<file path="config.mk">
export PLATFORM = sky130hd
export DESIGN_NAME = path_delay_scan_ctrl_flat
export DESIGN_NICKNAME = d
export VERILOG_FILES = /design/src/rtl/path_delay_scan_ctrl_pkg.sv /design/src/rtl/path_delay_scan_ctrl_if.sv /design/src/rtl/path_delay_scan_ctrl_sync_2ff.sv /design/src/rtl/path_delay_scan_ctrl.sv /design/src/flat_wrapper.sv
export SDC_FILE = /design/constraint.sdc
export NUM_CORES = 1
export LEC_CHECK = 0
export CAP_MARGIN = 20
export CELL_PAD_IN_SITES_DETAIL_PLACEMENT = 1
export CELL_PAD_IN_SITES_GLOBAL_PLACEMENT = 2
export CORE_UTILIZATION = 31
export DETAILED_ROUTE_END_ITERATION = 12
export GPL_TIMING_DRIVEN = 0
export PLACE_DENSITY = 0.79
export SLEW_MARGIN = 40
export SYNTH_ARGS = -nofsm -noshare
export SYNTH_HDL_FRONTEND = slang
export SYNTH_SLANG_ARGS = --single-unit
</file>
<file path="constraint.sdc">
create_clock -name clk -period 2.9 [get_ports clk]
set_input_delay 0.87 -clock clk [delete_from_list [all_inputs] [get_ports clk]]
set_output_delay 0.87 -clock clk [all_outputs]
set_load 0.02 [all_outputs]
</file>
<file path="src/rtl/path_delay_scan_ctrl_pkg.sv">
// path_delay_scan_ctrl_pkg: shared state encoding and default sizes
// for the path delay scan controller.
package path_delay_scan_ctrl_pkg;

  localparam int DEF_NUM_PATHS   = 4;
  localparam int DEF_PATH_W      = 2;
  localparam int DEF_CNT_W       = 16;
  localparam int DEF_TRIALS      = 8;
  localparam int DEF_SETTLE_CYC  = 16;
  localparam int DEF_TIMEOUT_CYC = 1024;

  typedef enum logic [2:0] {
    IDLE,
    SETTLE,
    LAUNCH,
    WAIT_EDGE,
    RELAX,
    NEXT_PATH,
    REPORT,
    DONE
  } state_e;

endpackage

</file>
<file path="src/rtl/path_delay_scan_ctrl_if.sv">
// path_delay_scan_ctrl_if: harness and chain-side signals of the scan
// controller. slave = controller view, master = harness/chain view.
interface path_delay_scan_ctrl_if
  import path_delay_scan_ctrl_pkg::*;
#(
  parameter int NUM_PATHS = DEF_NUM_PATHS,
  parameter int PATH_W    = DEF_PATH_W,
  parameter int CNT_W     = DEF_CNT_W
);
  logic                 start;
  logic [CNT_W-1:0]     golden_min;
  logic [CNT_W-1:0]     golden_max;
  logic [PATH_W-1:0]    path_sel;
  logic                 path_launch;
  logic [NUM_PATHS-1:0] path_result;
  logic                 busy;
  logic                 res_valid;
  logic [PATH_W-1:0]    res_path;
  logic [CNT_W-1:0]     res_delay;
  logic                 res_flag;
  logic                 done;

  modport slave (
    input  start, golden_min, golden_max, path_result,
    output path_sel, path_launch, busy,
    output res_valid, res_path, res_delay, res_flag, done
  );

  modport master (
    output start, golden_min, golden_max, path_result,
    input  path_sel, path_launch, busy,
    input  res_valid, res_path, res_delay, res_flag, done
  );
endinterface

</file>
<file path="src/rtl/path_delay_scan_ctrl_sync_2ff.sv">
// sync_2ff: two-flop synchronizer, async active-high reset to 0.
// Ports: clk, rst, d (async in), q (synced out).
module sync_2ff (
  input  logic clk,
  input  logic rst,
  input  logic d,
  output logic q
);
  logic meta;

  always_ff @(posedge clk or posedge rst) begin
    if (rst) begin
      meta <= 1'b0;
      q    <= 1'b0;
    end else begin
      meta <= d;
      q    <= meta;
    end
  end
endmodule

</file>
<file path="src/rtl/path_delay_scan_ctrl.sv">
// path_delay_scan_ctrl: launches edges into each delay chain, counts
// cycles to the output edge over TRIALS trials and flags sums outside
// [golden_min, golden_max]. Ports: clk, rst, bus (slave modport).
module path_delay_scan_ctrl
  import path_delay_scan_ctrl_pkg::*;
#(
  parameter int NUM_PATHS   = DEF_NUM_PATHS,
  parameter int PATH_W      = DEF_PATH_W,
  parameter int CNT_W       = DEF_CNT_W,
  parameter int TRIALS      = DEF_TRIALS,
  parameter int SETTLE_CYC  = DEF_SETTLE_CYC,
  parameter int TIMEOUT_CYC = DEF_TIMEOUT_CYC
) (
  input logic clk,
  input logic rst,
  path_delay_scan_ctrl_if.slave bus
);
  localparam int TR_W = $clog2(TRIALS + 1);
  localparam logic [CNT_W-1:0] SET_END = CNT_W'(SETTLE_CYC - 1);
  localparam logic [CNT_W-1:0] TMO_END = CNT_W'(TIMEOUT_CYC - 1);
  localparam logic [TR_W-1:0] TR_LAST = TR_W'(TRIALS - 1);
  localparam logic [PATH_W-1:0] P_LAST = PATH_W'(NUM_PATHS - 1);

  state_e            state;
  logic [PATH_W-1:0] path;
  logic [TR_W-1:0]   trial;
  logic [CNT_W-1:0]  cnt;
  logic [CNT_W-1:0]  wcnt;
  logic [CNT_W-1:0]  acc;
  logic              tmo;
  logic              obs;
  logic              raw;
  logic              launch;
  logic              busy;
  logic              rvalid;
  logic [PATH_W-1:0] rpath;
  logic [CNT_W-1:0]  rdelay;
  logic              rflag;
  logic              done;
  logic [CNT_W:0]    sum;
  logic [CNT_W-1:0]  acc_sat;

  assign raw = bus.path_result[path];

  sync_2ff u_sync (
    .clk (clk),
    .rst (rst),
    .d   (raw),
    .q   (obs)
  );

  assign sum     = {1'b0, acc} + {1'b0, cnt};
  assign acc_sat = sum[CNT_W] ? '1 : sum[CNT_W-1:0];

  assign bus.path_sel    = path;
  assign bus.path_launch = launch;
  assign bus.busy        = busy;
  assign bus.res_valid   = rvalid;
  assign bus.res_path    = rpath;
  assign bus.res_delay   = rdelay;
  assign bus.res_flag    = rflag;
  assign bus.done        = done;

  always_ff @(posedge clk or posedge rst) begin
    if (rst) begin
      state  <= IDLE;
      path   <= '0;
      trial  <= '0;
      cnt    <= '0;
      wcnt   <= '0;
      acc    <= '0;
      tmo    <= 1'b0;
      launch <= 1'b0;
      busy   <= 1'b0;
      rvalid <= 1'b0;
      rpath  <= '0;
      rdelay <= '0;
      rflag  <= 1'b0;
      done   <= 1'b0;
    end else begin
      rvalid <= 1'b0;
      done   <= 1'b0;
      unique case (state)
        IDLE: begin
          if (bus.start) begin
            path  <= '0;
            trial <= '0;
            acc   <= '0;
            tmo   <= 1'b0;
            wcnt  <= '0;
            busy  <= 1'b1;
            state <= SETTLE;
          end
        end
        SETTLE: begin
          if (wcnt >= SET_END && !obs) begin
            launch <= 1'b1;
            cnt    <= '0;
            state  <= LAUNCH;
          end else if (wcnt == TMO_END) begin
            tmo   <= 1'b1;
            state <= NEXT_PATH;
          end else begin
            wcnt <= wcnt + 1'b1;
          end
        end
        LAUNCH: begin
          // launch is already high this cycle, so it counts
          cnt   <= CNT_W'(1);
          state <= WAIT_EDGE;
        end
        WAIT_EDGE: begin
          if (obs) begin
            acc    <= acc_sat;
            launch <= 1'b0;
            wcnt   <= '0;
            state  <= RELAX;
          end else if (cnt == TMO_END) begin
            tmo    <= 1'b1;
            launch <= 1'b0;
            state  <= NEXT_PATH;
          end else begin
            cnt <= cnt + 1'b1;
          end
        end
        RELAX: begin
          if (!obs) begin
            trial <= trial + 1'b1;
            wcnt  <= '0;
            state <= (trial == TR_LAST) ? REPORT : SETTLE;
          end else if (wcnt == TMO_END) begin
            tmo   <= 1'b1;
            state <= NEXT_PATH;
          end else begin
            wcnt <= wcnt + 1'b1;
          end
        end
        NEXT_PATH: begin
          launch <= 1'b0;
          state  <= REPORT;
        end
        REPORT: begin
          rvalid <= 1'b1;
          rpath  <= path;
          rdelay <= acc;
          rflag  <= tmo | (acc < bus.golden_min)
                        | (acc > bus.golden_max);
          if (path == P_LAST) begin
            busy  <= 1'b0;
            state <= DONE;
          end else begin
            path  <= path + 1'b1;
            trial <= '0;
            acc   <= '0;
            tmo   <= 1'b0;
            wcnt  <= '0;
            state <= SETTLE;
          end
        end
        DONE: begin
          done  <= 1'b1;
          state <= IDLE;
        end
        default: state <= IDLE;
      endcase
    end
  end
endmodule

</file>
<file path="src/flat_wrapper.sv">
// flat-port wrapper written by rule: the top's interface ports become plain ports
module path_delay_scan_ctrl_flat import path_delay_scan_ctrl_pkg::*;
#(
  parameter int NUM_PATHS   = DEF_NUM_PATHS,
  parameter int PATH_W      = DEF_PATH_W,
  parameter int CNT_W       = DEF_CNT_W,
  parameter int TRIALS      = DEF_TRIALS,
  parameter int SETTLE_CYC  = DEF_SETTLE_CYC,
  parameter int TIMEOUT_CYC = DEF_TIMEOUT_CYC
)
  (clk, rst, bus_start, bus_golden_min, bus_golden_max, bus_path_result, bus_path_sel, bus_path_launch, bus_busy, bus_res_valid, bus_res_path, bus_res_delay, bus_res_flag, bus_done);
  path_delay_scan_ctrl_if #(.NUM_PATHS(NUM_PATHS), .PATH_W(PATH_W), .CNT_W(CNT_W)) bus_i ();
  input logic clk;
  input logic rst;
  input wire logic [$bits(bus_i.start)-1:0] bus_start;
  input wire logic [$bits(bus_i.golden_min)-1:0] bus_golden_min;
  input wire logic [$bits(bus_i.golden_max)-1:0] bus_golden_max;
  input wire logic [$bits(bus_i.path_result)-1:0] bus_path_result;
  output wire logic [$bits(bus_i.path_sel)-1:0] bus_path_sel;
  output wire logic [$bits(bus_i.path_launch)-1:0] bus_path_launch;
  output wire logic [$bits(bus_i.busy)-1:0] bus_busy;
  output wire logic [$bits(bus_i.res_valid)-1:0] bus_res_valid;
  output wire logic [$bits(bus_i.res_path)-1:0] bus_res_path;
  output wire logic [$bits(bus_i.res_delay)-1:0] bus_res_delay;
  output wire logic [$bits(bus_i.res_flag)-1:0] bus_res_flag;
  output wire logic [$bits(bus_i.done)-1:0] bus_done;
  assign bus_i.start = bus_start;
  assign bus_i.golden_min = bus_golden_min;
  assign bus_i.golden_max = bus_golden_max;
  assign bus_i.path_result = bus_path_result;
  assign bus_path_sel = bus_i.path_sel;
  assign bus_path_launch = bus_i.path_launch;
  assign bus_busy = bus_i.busy;
  assign bus_res_valid = bus_i.res_valid;
  assign bus_res_path = bus_i.res_path;
  assign bus_res_delay = bus_i.res_delay;
  assign bus_res_flag = bus_i.res_flag;
  assign bus_done = bus_i.done;
  path_delay_scan_ctrl #(.NUM_PATHS(NUM_PATHS), .PATH_W(PATH_W), .CNT_W(CNT_W), .TRIALS(TRIALS), .SETTLE_CYC(SETTLE_CYC), .TIMEOUT_CYC(TIMEOUT_CYC)) u_core (.clk(clk), .rst(rst), .bus(bus_i));
endmodule
</file>
# == Word-level counts from Yosys, hierarchy flattened ==
# Cells that the tools add are included.
# word_totals
register_bits,83
latchBits,0
ram_bits,0
rom_bits,0
inputBits,39
output_inout_bits,25
word_cells,117
mem_count,0
# classes
addsub,5
multipliers,0
div_mod_pow,0
n_lt_le_gt_ge,4
eq_ne,23
n_shift,0
mux,49
bitwise,2
n_reduce_logical,18
# ops
operator,n
$mux W16,11
$pmux W16 S3,2
$pmux W16 S5,1
$add A16 B1 Y16 const B,2
$eq A16 B10 Y1 const B,2
$mux W3,8
$pmux W3 S8,1
$add A16 B16 Y17,1
$ge A16 B4 Y1 const B,1
$gt A16 B16 Y1,1
$lt A16 B16 Y1,1
$ne A2 B2 Y1 const B,8
$mux W1,15
$eq A3 B3 Y1 const B,4
$mux W4,3
$pmux W4 S3,1
$reduce_and A4 Y1,3
$reduce_bool A3 Y1,4
$reduce_and A3 Y1,3
$reduce_and A7 Y1,1
$eq A3 B2 Y1 const B,2
$ne A2 B1 Y1 const B,3
$pmux W1 S5,1
$reduce_and A5 Y1,1
other kinds (19),21

# == Logic depth before layout (Yosys ltp) ==
# Gate-level depths: netlist of the first run.
# depth
ltp_word,4
depth_mapped,10
ltp_nobuf,8

# == Cells and area by module ==
# A second synthesis of the first run with hierarchy kept.
# unflattened
cells_unflattened,690
area_unflattened_um2,5756.8
# modules_own_cells
module,instances,cells_each,area_per_inst_um2,seq_area_each_um2
path_delay_scan_ctrl,1,687,5703.0,2026.9
sync_2ff,1,3,53.8,50.0

# == Worst setup path before layout of the first run ==
# Ideal clock, no wire load.
# synth_timing
kind,flip-flop to flip-flop
from,register u_core.cnt[0]
to,register u_core.acc[10]
t_arrival_ns,2.393
required_ns,2.767
path_slack_ns,0.374
path_stages_with_launch,10
path_buffers,1
path_cell_list,dfrtp_1 ha_1 fa_1 a211oi_1 o21ai_0 and4b_1 o211a_1 clkbuf_1 nor3_1 o21ai_0
# synth_via
elab_chain_len,4
# synth_rtl
element,line_no,text
"start, declared",path_delay_scan_ctrl.sv:27,logic [CNT_W-1:0] cnt;
"start signal, assigned",path_delay_scan_ctrl.sv:123,cnt <= cnt + 1'b1;
$add A16 B16 Y17,path_delay_scan_ctrl.sv:52,"assign sum = {1'b0, acc} + {1'b0, cnt};"
$mux W16,path_delay_scan_ctrl.sv:53,assign acc_sat = sum[CNT_W] ? '1 : sum[CNT_W-1:0];
$mux W16,path_delay_scan_ctrl.sv:113,if (obs) begin
$pmux W16 S3,path_delay_scan_ctrl.sv:83,unique case (state)
"end signal, assigned",path_delay_scan_ctrl.sv:114,acc <= acc_sat;
"end, declared",path_delay_scan_ctrl.sv:29,logic [CNT_W-1:0] acc;
# No other way between the ends. The select of a mux whose other input is x is not followed.
# A chain may end at the register's enable or synchronous reset.

# == Worst setup path after layout of the first run ==
# layout_timing
from,register u_core.wcnt[7]
to,register u_core.cnt[5]
# layout_via
elab_chain_len,4
# layout_rtl
element,line_no,text
"start, declared",path_delay_scan_ctrl.sv:28,logic [CNT_W-1:0] wcnt;
"start signal, assigned",path_delay_scan_ctrl.sv:104,wcnt <= wcnt + 1'b1;
"start signal, assigned",path_delay_scan_ctrl.sv:135,wcnt <= wcnt + 1'b1;
$ge A16 B4 Y1,path_delay_scan_ctrl.sv:96,if (wcnt >= SET_END && !obs) begin
$logic_and A1 B1 Y1,path_delay_scan_ctrl.sv:96,
$ne A2 B1 Y1 (no line),-,
$reduce_and A4 Y1 (no line),-,
# No other way between the ends.

==> reports/qor.csv, run 1 <==
metric;value;unit
synth-seq-cells;83;
initial_utilization;0.316;
die_area;18800;sq um
synth.most_common_cell;nand2_1;
drtIter0Drc;176;
drv_slew;0;
core;17900;sq um
ys_seq_area_frac;0.367;
skew;0.00759;ns
cts_tree;done;
clkTransAtPathRegs;0.06;ns
worstSetupPathType;flip-flop to flip-flop;
detail-route-antenna-nets;0;
syn-mean-instance-area;8.51;sq um
synthFlopType;dfrtp_1;
cts_made_buffers;9;
gp_congestion;0.805;
rsz0062_at_grt;no;
crit_path_end_kind;flip-flop;
cts_sinks;83;
ios;64;
grt_antenna_before_repair;0;
cp_max_fo;10;
routed_wirelength;17400;um
synth_edf_count;0;
grt_pass1_wl;29000;um
synth_top_area_frac;0.367;
setup_viol;0;
clk_latency;0.35;ns
detail_route.wl_per_cell;17.8;um
relSlewSlack;0.614;
hpwl;13900;um
grt_overflow;0;
worstPathRequired;3.13;ns
grt_pass1_vias;5670;
area_growth;24.9;%
drc;0;
grt_max_degree;26;
yosysWarnings;0;
die_w;137;um
postSynth.asyncResetShare;1.00;
synthTopCellsByArea;dfrtp_1 37%, ha_1 11%, nand2_1 7.2%, o21ai_0 5.2%, a21oi_1 3.0%;
finalPower;0.00454;W
netlist_top_cells_count;108 x nand2_1, 83 x dfrtp_1, 59 x o21ai_0;
cts_root_buf;clkbuf_16;
tightest_slew;0.579;ns
fin_util;0.394;
syn_nets;755;
post-route-period-util;0.951;
htree_levels;3;
port_buffers;63;
vdd_drop_max;0.000335;V
firstDrtPassIters;4;
num_vias;5338;
syn-instance-count;664;
period_needed;2.76;ns
clk_path_buf_depth;2;
max_freq;0.363;GHz
viasPerCell;5.47;
synth.distinct_cells;64;
critPathArrivalTime;2.98;ns
synth_area_leader_cell;dfrtp_1;
status;finished, final reports clean;
finalHoldViolations;0;
powerDensity;643;nW/um^2
crit_path_start_kind;flip-flop;
p_leak;3.29;nW
diodes;0;
grt.total_usage;0.200;
die-height;137;um
cap_violations;0;
drive_gt1_frac;0.0750;
rows;49;
netlist_area;5650;sq um
num-nets-final;833;
holdWs;0.347;ns
hold_class;flip-flop to flip-flop;
[power breakdown]
part / internal [W] / switching, W / total, W
logic: 0.000647 / 0.00109 / 0.00174
clock network: 0.000800 / 0.000471 / 0.00127
registers: 0.00134 / 0.000187 / 0.00152
[cells by family after synthesis]
group,count (synthesis),synth area share
and+or+nand+nor,267,0.233
AOI/OAI and AO/OA,177,0.201
DFF,83,0.367
buffers and inverters,63,0.0443
adders and majority gates,52,0.116
xor gates and xnor gates,18,0.0279
muxes,4,0.00930
[cells in the final DEF (no fill, tap or decap), drive strengths merged, types with 5 or more instances in the layout]
cell type      count
nor2              38
or3                9
ha                51
o21ai             61
and3              11
nand2b             8
nor3              19
o41ai              5
dfrtp             83
a21o              16
xor2               9
nor2b              5
o31ai              9
or4                7
clkdlybuf4s50     63
xnor2              9
a21oi             34
and4               5
buf               11
nand4             12
or2                5
nand2            108
nand3             26
a211oi             9
a31oi             10
inv               35
clkbuf            31
a41oi              5
[cell type report]
type                       count  area (sq um)
clock inverter                 4          72.6
inverter                      37           143
tap                          229           287
buffer                        24           109
clock buffer                  12           256
multi-input combinational    518          3380
fill                        2099         10800
sequential                    83          2080
timing repair buffer          69           733
[through the flow]
stage | TNS [ns] | setup slack (ns) | area, sq um | instances
CTS | 0 | 0.00902 | 7010 | 976
global placement | -13.11 | -0.736 | 6570 | 956
detailed placement | -14.16 | -0.746 | 6660 | 960
global route | 0 | 0.00159 | 7060 | 976
finish | 0 | 0.142 | 7060 | 976
floorplan | 0 | 0.374 | 5660 | 664
[sequential cells by signal, summed over array words and instances (netlist names)]
name and cells:
u_core.u_sync.q 1, u_core.bus.res_delay 16, u_core.bus.res_path 2, u_core.wcnt 16
u_core.u_sync.meta 1, u_core.bus.path_launch 1, u_core.bus.path_sel 2, u_core.state 3
u_core.trial 4, u_core.bus.done 1, u_core.acc 16, u_core.bus.busy 1
u_core.cnt 16, u_core.bus.res_flag 1, u_core.tmo 1, u_core.bus.res_valid 1
[critical path, stage by stage, from the launching register on]
cell and delay, ns:
dfrtp_1 0.43, or4_4 0.57, nor4_4 0.42, a21oi_1 0.20, a221oi_2 0.34, buf_2 0.27, buf_4 0.20, o21ai_0 0.12
o41ai_1 0.09
[layer usage]
metal | vias up | track usage | wire (um)
met2 | 87 | 0.339 | 8530
met1 | 2656 | 0.258 | 8000
met4 | 0 | 0.0659 | 319
met3 | 23 | 0.0296 | 527
li1 | 2572 | - | -
met5 | - | 0 | 0
[path summary, 6_finish.rpt]
check	start	end	slack, ns	cells after the start
setup / recovery	u_core.wcnt[7]	u_core.cnt[5]	0.14	8
hold / removal	u_core.u_sync.meta	u_core.u_sync.q	0.35	0
setup reg to reg	u_core.wcnt[7]	u_core.cnt[5]	0.14	8
hold reg to reg	u_core.u_sync.meta	u_core.u_sync.q	0.35	0
max in group asynchronous	rst	u_core.acc[6]	1.44	5
min in group asynchronous	rst	u_core.bus.res_delay[13]	0.89	3
[timing repair]
item                                    CTS  global route
pin swaps                                 0             1
setup buffers                             0             2
gates resized for setup                   7            10
endpoints found under the setup margin   27            29
hold buffers                              0             0
No activity file was read; power rests on OpenSTA's default activity.
==> inputs of run 2 (changes only) <==
--- a/config.mk
+++ b/config.mk
@@ -12,6 +12,7 @@
 export DETAILED_ROUTE_END_ITERATION = 12
 export GPL_TIMING_DRIVEN = 0
 export PLACE_DENSITY = 0.79
+export SKIP_CTS_REPAIR_TIMING = 1
 export SLEW_MARGIN = 40
 export SYNTH_ARGS = -nofsm -noshare
 export SYNTH_HDL_FRONTEND = slang
==> run 2 against run 1 <==
Against the previous run: sequential share of layout area about the same; via count shrank 0.22%; register-to-register slack barely moved; setup slack got worse by 0.0050 ns; critical endpoint unchanged; highest routed layer unchanged.
==> reports/qor.csv, run 2 (synthesis gave the netlist of run 1 again) <==
metric;value;unit
firstDrtPassIters;4;
drive_gt1_frac;0.0775;
critPathArrivalTime;2.99;ns
cap_violations;0;
cts_made_buffers;9;
ios;64;
grt_overflow;0;
grt_max_degree;26;
die_w;137;um
status;finished, final reports clean;
grt.total_usage;0.200;
cts_sinks;83;
worstPathRequired;3.13;ns
rsz0062_at_grt;no;
num-nets-final;834;
clk_path_buf_depth;2;
num_vias;5326;
detail-route-antenna-nets;0;
setup_viol;0;
diodes;0;
die_area;18800;sq um
worstSetupPathType;flip-flop to flip-flop;
clk_latency;0.34;ns
post-route-period-util;0.953;
area_growth;25.0;%
holdWs;0.347;ns
mostFrequentLayoutCells;108 x nand2_1, 82 x dfrtp_1, 63 x clkdlybuf4s50_1;
powerDensity;643;nW/um^2
grt_antenna_before_repair;0;
crit_path_start_kind;flip-flop;
max_freq;0.362;GHz
layout_commonest_cell;nand2_1;
cts_tree;done;
drc;0;
vdd_drop_max;0.000335;V
grt_pass1_vias;5668;
p_leak;3.30;nW
routed_wirelength;17400;um
tns;0;ns
dp_cells;960;
layoutNonFillerInstCount;977;
holdPathEnd;u_core.u_sync.q;
die-height;137;um
core;17900;sq um
relSlewSlack;0.618;
cp_max_fo;10;
hold_class;flip-flop to flip-flop;
hpwl;13900;um
initial_utilization;0.316;
worstReg2RegEnd;u_core.cnt[5];
detail_route.wl_per_cell;17.8;um
hold_depth;0;
r2r_setup_slack;0.14;ns
viasPerCell;5.45;
port_buffers;63;
skew;0.00688;ns
crit_path_end_kind;flip-flop;
finalHoldViolations;0;
rows;49;
cts_root_buf;clkbuf_16;
drtIter0Drc;199;
drv_slew;0;
holdCritStartpoint;u_core.u_sync.meta;
tightest_slew;0.574;ns
clkTransAtPathRegs;0.06;ns
reg2reg_depth;8;
gp_congestion;0.805;
grt_pass1_wl;29000;um
period_needed;2.76;ns
r2r_start;u_core.wcnt[7];
htree_levels;3;
-- run 2: cell types whose count changed in the layout (fill, tap and decap cells not counted) --
cell      change
o21ai_1       -1
clkbuf_2      +1
o21ai_2       +1
-- run 2: per-layer routing --
| metal | vias to the layer above | track usage | routed length [um] |
|---|---|---|---|
| li1 | 2567 | - | - |
| met1 | 2643 | 0.258 | 8010 |
| met2 | 93 | 0.339 | 8550 |
| met3 | 23 | 0.0296 | 553 |
| met4 | 0 | 0.0659 | 320 |
| met5 | - | 0 | 0 |
-- run 2: area by class of cell --
class,instances,area (sq um)
Buffer,25,114
Clock inverter,4,72.6
Clock buffer,12,256
Fill cell,2104,10800
Tap cell,229,287
Sequential cell,83,2080
Multi-Input combinational cell,518,3380
Inverter,37,143
Timing Repair Buffer,69,733
-- run 2: per-stage QoR --
step	power [W]	area [sq um]	setup WS [ns]	util
after floorplan	0.00258	5660	0.374	-
after global placement	0.00318	6570	-0.736	0.367
after detailed placement	0.00325	6660	-0.746	0.372
after CTS	0.00455	6990	-0.384	0.390
after global routing	0.00485	7070	0.00570	0.395
final	0.00454	7070	0.137	0.395
-- run 2: worst max path at each step --
stage                    from              to  slack [ns]  cells after the start
6_report       u_core.wcnt[7]   u_core.cnt[5]        0.14                      8
5_1_grt        u_core.wcnt[7]   u_core.cnt[8]       0.006                      8
4_1_cts             bus_start  u_core.wcnt[1]       -0.38                      8
3_5_place_dp        bus_start  u_core.wcnt[1]       -0.75                      8
3_3_place_gp        bus_start  u_core.wcnt[6]       -0.74                      8
2_1_floorplan   u_core.cnt[0]  u_core.acc[10]        0.37                      9
-- run 2: critical path: stages (launching register included) --
cell and delay, ns:
dfrtp_1 0.43, or4_4 0.57, nor4_4 0.43, a21oi_1 0.20, a221oi_2 0.34, buf_2 0.27
buf_4 0.20, o21ai_0 0.11, o41ai_1 0.09
-- run 2: where the power goes --
group | leakage (nW) | internal [W] | switching, W
Clock | 0.159 | 0.000800 | 0.000469
Sequential | 1.12 | 0.00134 | 0.000186
Combinational | 2.02 | 0.000651 | 0.00110
Total | 3.30 | 0.00279 | 0.00175
